$ cat src/rtl/mult_sequencer.sv
// Tick-enabled load/multiply sequencer: clock divider, button synchronizers,
// edge detectors, LOAD/MULT phase counters and a four-state control FSM.
module mult_sequencer #(
  parameter int unsigned DIV         = 200000,
  parameter int unsigned LOAD_CYCLES = 6,
  parameter int unsigned MULT_CYCLES = 16
) (
  input  logic       clk,
  input  logic       rst,
  input  logic       clr,
  input  logic       btn_center,
  input  logic       btn_left,
  input  logic       btn_right,
  output logic       tick,
  output logic       clk_out,
  output logic       start,
  output logic       load_data,
  output logic       mult_active,
  output logic       load_done,
  output logic       mult_done,
  output logic       scroll_left,
  output logic       scroll_right,
  output logic [1:0] state
);

  localparam int unsigned DW = (DIV > 1) ? $clog2(DIV) : 1;

  typedef enum logic [1:0] {
    S_IDLE = 2'd0,
    S_LOAD = 2'd1,
    S_MULT = 2'd2,
    S_DONE = 2'd3
  } state_e;

  logic [DW-1:0] div_q, div_d;
  logic          clk_out_q, clk_out_d;
  logic [2:0]    sync1_q, sync1_d;
  logic [2:0]    sync2_q, sync2_d;
  logic [2:0]    prev_q, prev_d;
  logic [2:0]    btn_edge;
  logic [3:0]    load_cnt_q, load_cnt_d;
  logic [4:0]    mult_cnt_q, mult_cnt_d;
  state_e        state_q, state_d;

  // Bit order for the button vectors: {right, left, center}
  always_comb begin
    tick      = (div_q == DW'(DIV - 1));
    div_d     = tick ? '0 : div_q + DW'(1);
    clk_out_d = tick ? ~clk_out_q : clk_out_q;
    sync1_d   = sync1_q;
    sync2_d   = sync2_q;
    prev_d    = prev_q;
    if (tick) begin
      sync1_d = {btn_right, btn_left, btn_center};
      sync2_d = sync1_q;
      prev_d  = sync2_q;
    end
  end

  assign btn_edge     = sync2_q & ~prev_q;
  assign start        = btn_edge[0];
  assign load_data    = (state_q == S_LOAD);
  assign mult_active  = (state_q == S_MULT);
  assign load_done    = load_data   && (load_cnt_q == 4'(LOAD_CYCLES - 1));
  assign mult_done    = mult_active && (mult_cnt_q == 5'(MULT_CYCLES - 1));
  assign scroll_left  = (state_q == S_DONE) && btn_edge[1];
  assign scroll_right = (state_q == S_DONE) && btn_edge[2];
  assign clk_out      = clk_out_q;
  assign state        = state_q;

  always_comb begin
    state_d    = state_q;
    load_cnt_d = load_cnt_q;
    mult_cnt_d = mult_cnt_q;
    if (tick) begin
      if (clr) begin
        state_d    = S_IDLE;
        load_cnt_d = '0;
        mult_cnt_d = '0;
      end else begin
        load_cnt_d = (load_data && !load_done) ? load_cnt_q + 4'd1 : '0;
        mult_cnt_d = (mult_active && !mult_done) ? mult_cnt_q + 5'd1 : '0;
        case (state_q)
          S_IDLE: if (start)     state_d = S_LOAD;
          S_LOAD: if (load_done) state_d = S_MULT;
          S_MULT: if (mult_done) state_d = S_DONE;
          S_DONE: if (start)     state_d = S_LOAD;
          default:               state_d = S_IDLE;
        endcase
      end
    end
  end

  always_ff @(posedge clk or negedge rst) begin
    if (!rst) begin
      div_q      <= '0;
      clk_out_q  <= 1'b0;
      sync1_q    <= '0;
      sync2_q    <= '0;
      prev_q     <= '0;
      load_cnt_q <= '0;
      mult_cnt_q <= '0;
      state_q    <= S_IDLE;
    end else begin
      div_q      <= div_d;
      clk_out_q  <= clk_out_d;
      sync1_q    <= sync1_d;
      sync2_q    <= sync2_d;
      prev_q     <= prev_d;
      load_cnt_q <= load_cnt_d;
      mult_cnt_q <= mult_cnt_d;
      state_q    <= state_d;
    end
  end

endmodule

$ cat config.mk
export PLATFORM = sky130hd
export DESIGN_NAME = mult_sequencer
export DESIGN_NICKNAME = d
export VERILOG_FILES = /design/src/rtl/mult_sequencer.sv
export SDC_FILE = /design/constraint.sdc
export NUM_CORES = 1
export LEC_CHECK = 0
export ABC_AREA = 1
export CORE_MARGIN = 2
export CORE_UTILIZATION = 48
export CTS_BUF_LIST = sky130_fd_sc_hd__clkbuf_8
export DETAILED_ROUTE_END_ITERATION = 16
export GPL_ROUTABILITY_DRIVEN = 0
export PLACE_DENSITY = 0.74
export SKIP_LAST_GASP = 1
export SYNTH_ARGS = -nofsm -noshare
export SYNTH_HDL_FRONTEND = slang
export SYNTH_SLANG_ARGS = --single-unit
$ cat constraint.sdc
create_clock -name clk -period 2.3 [get_ports clk]
set_input_delay 0.46 -clock clk [delete_from_list [all_inputs] [get_ports clk]]
set_output_delay 0.46 -clock clk [all_outputs]
set_load 0.01 [all_outputs]
# Word level (Yosys, flattened, before mapping)
# Index checks and enable logic that the tools add are counted.
# classes
add_sub_neg,3
eq_ne,9
muxes,10
bitwise,3
n_reduce_logical,11
# op_table
operator,n
"18-bit by 1-bit adder with 18-bit output, second input constant",1
"18-bit == test, second input constant",1
18-bit two-way mux,1
5-bit two-way mux,2
2-bit two-way mux,4
4-bit two-way mux,2
1-bit logical AND,6
"3-bit by 2-bit inequality test with 1-bit output, second input constant",2
2-bit one-hot mux with 3 select lines,1
"5-bit by 1-bit adder with 5-bit output, second input constant",1
"5-bit by 4-bit == test with 1-bit output, second input constant",1
"4-bit by 1-bit adder with 4-bit output, second input constant",1
"2-bit == test, second input constant",2
"4-bit by 3-bit == test with 1-bit output, second input constant",1
4-bit AND reduction,1
3-bit bitwise AND,1
"3-bit by 1-bit inequality test with 1-bit output, second input constant",1
3-bit NOT,1
"2-bit by 1-bit == test with 1-bit output, second input constant",1
1-bit zero test,2
2-bit zero test,1
2-bit OR reduction,1
1-bit NOT,1
# totals
ff_bits,39
in_bits,6
wordCells,44

# Longest topological paths before layout
# Gate-level depths: netlist of the first run.
# depth
ltp_word,6
depth_mapped,11
mapped_depth_nobuf,11

# Least setup slack after synthesis of the first run
# No wires, ideal clock.
# synth_timing
kind,register to output
from,reg div_q[0]
to,out tick
arrival_ns,1.184
required_time_ns,1.840
setup_slack_ns,0.656
stages_incl_launch_ff,7
path_buffers,1
cell_sequence,dfrtp_1 > ha_1 > nand3_2 > nor2_4 > nand3_4 > inv_2 > buf_6
# synth_via
elab_chain_len,1
# synth_lines
element,line_no,text
start: declaration,35,"logic [DW-1:0] div_q, div_d;"
start signal: assignment,105,div_q <= div_d;
18-bit == test,47,tick = (div_q == DW'(DIV - 1));
end: declaration,14,"output logic tick,"
# No other way between the ends.

# Worst setup path in the final report of the first run
# layout_timing
from,reg state_q[1] (netlist: state[1])
to,out load_done
# layout_via
elab_chain_len,2
# layout_lines
element,line_no,text
start: declaration,43,"state_e state_q, state_d;"
start signal: assignment,112,state_q <= state_d;
2-bit by 1-bit == test with 1-bit output,62,assign load_data = (state_q == S_LOAD);
1-bit logical AND,64,assign load_done = load_data && (load_cnt_q == 4'(LOAD_CYCLES - 1));
end: declaration,19,"output logic load_done,"
# No other way between the ends.

==> flow_summary.toml, run 1 <==
[route]
vias = 1790
wl_mm = 4.479
drtIter0Drc = 109
wire_per_inst_um = 12.30
ant_nets = 0
route.detailed.drc = 0
via_per_inst = 4.918
first_pass_iters = 4

[critical_path]
crit_type = "register to output port"
required_ns = 1.84
reg2reg_slack_ns = 0.61
worstPathMaxFanout = 5
worst_setup_path_end_kind = "output port"
arrival_ns = 1.70
crit_path_start_kind = "register"

[sta]
worst_slack_ns = 0.1369
finalMaxSlewViolations = 0
fin_skew_ns = 0.01066
finalCriticalPeriod_ns = 2.163
rsz0062_at_grt = "false"
fin_tns_setup_ns = 0
timing.hold.ws_ns = 0.1056
post-route-period-util_pct = 94.05
hold_viol = 0
fmaxAchievable_mhz = 462.3
slew_headroom_pct = 67.58
setup_violations = 0
worst_pin_slew_ns = 0.4862

[power_and_ir_drop]
peakVddDrop_mv = 0.3700
powerDensity_nw_per_um2 = 461.0
p_leak_nw = 1.340

[layout]
diodes = 0
n_fill_cell = 409
fin_util_pct = 59.84
multi_input_area_um2 = 1051
syn2layout_area_growth_pct = 20.44
seqCellArea_um2 = 980.9
final_nets = 326
final_layout_size_suffix_gt1_share_pct = 14.74

[yosys]
yosys_warnings = 0
syn_avg_cell_area_um2 = 7.784
synthTopCellsByCount = "nand2_1, nor2_1, dfrtp_1"
muxShareOfSynthArea_pct = 0
synth_xor_area_share_pct = 5.300
async_reset_ff_share_pct = 100.0
synth_compound_area_share_pct = 1.631
synth_edf_count = 0
synthAdderAreaFrac_pct = 5.242
yosysSeqAreaShare_pct = 45.43
ys.flop_type = "dfrtp_1"
syn_nets = 291
synthTopCellsByArea = "dfrtp_1, nand2_1, nor2_1"
synth_top_family_by_area = "simple AND/OR/NAND/NOR gates"
synth_top_cell_area_share_pct = 45.43
synth_seq_cells = 39
synthSimpleGateAreaFrac_pct = 35.35
synth_most_common_cell = "nand2_1"
synth_top_area_cell = "dfrtp_1"
syn_inst = 276
ys_types = 25
syn_area_um2 = 2148

[global_routing]
gr-total-overflow = 0
grt_first_pass_wirelength_mm = 7.776
grt_use_total_pct = 19.69
first_global_vias = 1678
grt_max_degree = 23
antenna_found_initial = 0

[outcome]
status = "completed"

[clocking]
cts_hold_buf = 0
clock_path_buffers = 2
ctsHtreeMaxLevel = 2
clkTransAtPathRegs_ns = 0.09
cts_tree = "yes"
cts_root_buf = "clkbuf_8"
clkSinkCount = 39
numCtsBuffers = 5
clk_latency_ns = 0.30

[flow_run]
maxCapViolations = 0

[floorplanning]
num_rows = 24
io_pins = 17
die_h_um = 70.90
start_util_pct = 49.68
dieArea_um2 = 5027
die_x_um = 70.90
coreArea_um2 = 4324

[placement]
place_ws_ns = 0.2580
numPortBuffers = 16
dp.final_hpwl_mm = 3.176

[worst_hold_path]
hold_class = "primary input to async pin"
==> repair_timing <==
item,CTS,global route
pin swaps,1,1
endpoints found under the setup margin,2,3
setup buffers,4,6
resized for setup,6,6
==> logic make-up (layout without fill, tap and decap cells) <==
logic type | after synthesis | after routing
flip-flops | 39 | 39
XOR/XNOR | 13 | 13
AO/OA/AOI/OAI | 7 | 7
buffers and inverters | 36 | 72
adder cells (fa/ha/maj) | 9 | 9
AND/OR/NAND/NOR | 172 | 172
==> per-stage QoR <==
stage,power [mW],std cells,area [µm²]
finish,1.193,364,2587
global placement,0.7270,346,2379
global route,1.246,364,2587
floorplan,0.7016,276,2148
detailed placement,0.7273,346,2379
CTS,1.210,358,2530
==> registers in the layout, indices dropped and copies added, names as in the netlist <==
| signal | flops |
|---|---|
| prev_q | 3 |
| load_cnt_q | 4 |
| sync2_q | 3 |
| div_q | 18 |
| clk_out | 1 |
| mult_cnt_q | 5 |
| state | 2 |
| sync1_q | 3 |
==> cells in the final DEF, fill, tap and decap left out, types with 5 or more instances in the layout <==
master and count:
buf_4 15, clkbuf_8 5, clkdlybuf4s50_1 13, dfrtp_1 35, ha_1 8, inv_1 29
nand2_1 87, nand3_1 16, nand4_1 7, nor2_1 42, xor2_1 10
==> layout make-up <==
cell class | instances | share of cell area, %
timing repair buffer | 31 | 10.54
sequential | 39 | 37.91
clock inverter | 3 | 0.9671
inverter | 33 | 4.787
multi-input combinational | 201 | 40.62
tap | 52 | 2.515
clock buffer | 5 | 2.660
==> worst max-delay path: stages (launching register included) <==
cell	delay, ns
dfrtp_2	0.45
inv_1	0.09
ha_1	0.18
inv_1	0.06
nor2_1	0.10
clkdlybuf4s50_1	0.54
==> power by group <==
part	total, mW	internal [mW]	switching (mW)
logic	0.0274	0.00963	0.0178
clock network	0.480	0.217	0.264
registers	0.685	0.685	0
total	1.19	0.911	0.282
==> per-layer routing <==
layer / vias to the layer above / wire, µm / track usage [%]
met5: - / 0 / 0
met2: 40 / 2094 / 29.91
met1: 822 / 2167 / 28.02
met4: 0 / 52 / 6.918
li1: 923 / - / -
met3: 5 / 165 / 4.274
==> final timing paths <==
| path | startpoint | endpoint | cells after the start |
|---|---|---|---|
| min reg2reg | clk_out | clk_out | 1 |
| max | state[1] | load_done | 5 |
| min in group clk | clk_out | clk_out | 1 |
| max in group asynchronous | rst | mult_cnt_q[1] | 2 |
| min | rst | div_q[10] | 1 |
| max reg2reg | mult_cnt_q[0] | state[1] | 11 |
Power figures use the tool's default switching activity.
==> run 2: changes to the inputs <==
--- a/config.mk
+++ b/config.mk
@@ -11,6 +11,7 @@
 export CTS_BUF_LIST = sky130_fd_sc_hd__clkbuf_8
 export DETAILED_ROUTE_END_ITERATION = 16
 export GPL_ROUTABILITY_DRIVEN = 0
+export HOLD_SLACK_MARGIN = 0.02
 export PLACE_DENSITY = 0.74
 export SKIP_LAST_GASP = 1
 export SYNTH_ARGS = -nofsm -noshare
==> results of run 2 <==
The final DEF is identical to that of run 1; final timing and power are the same.
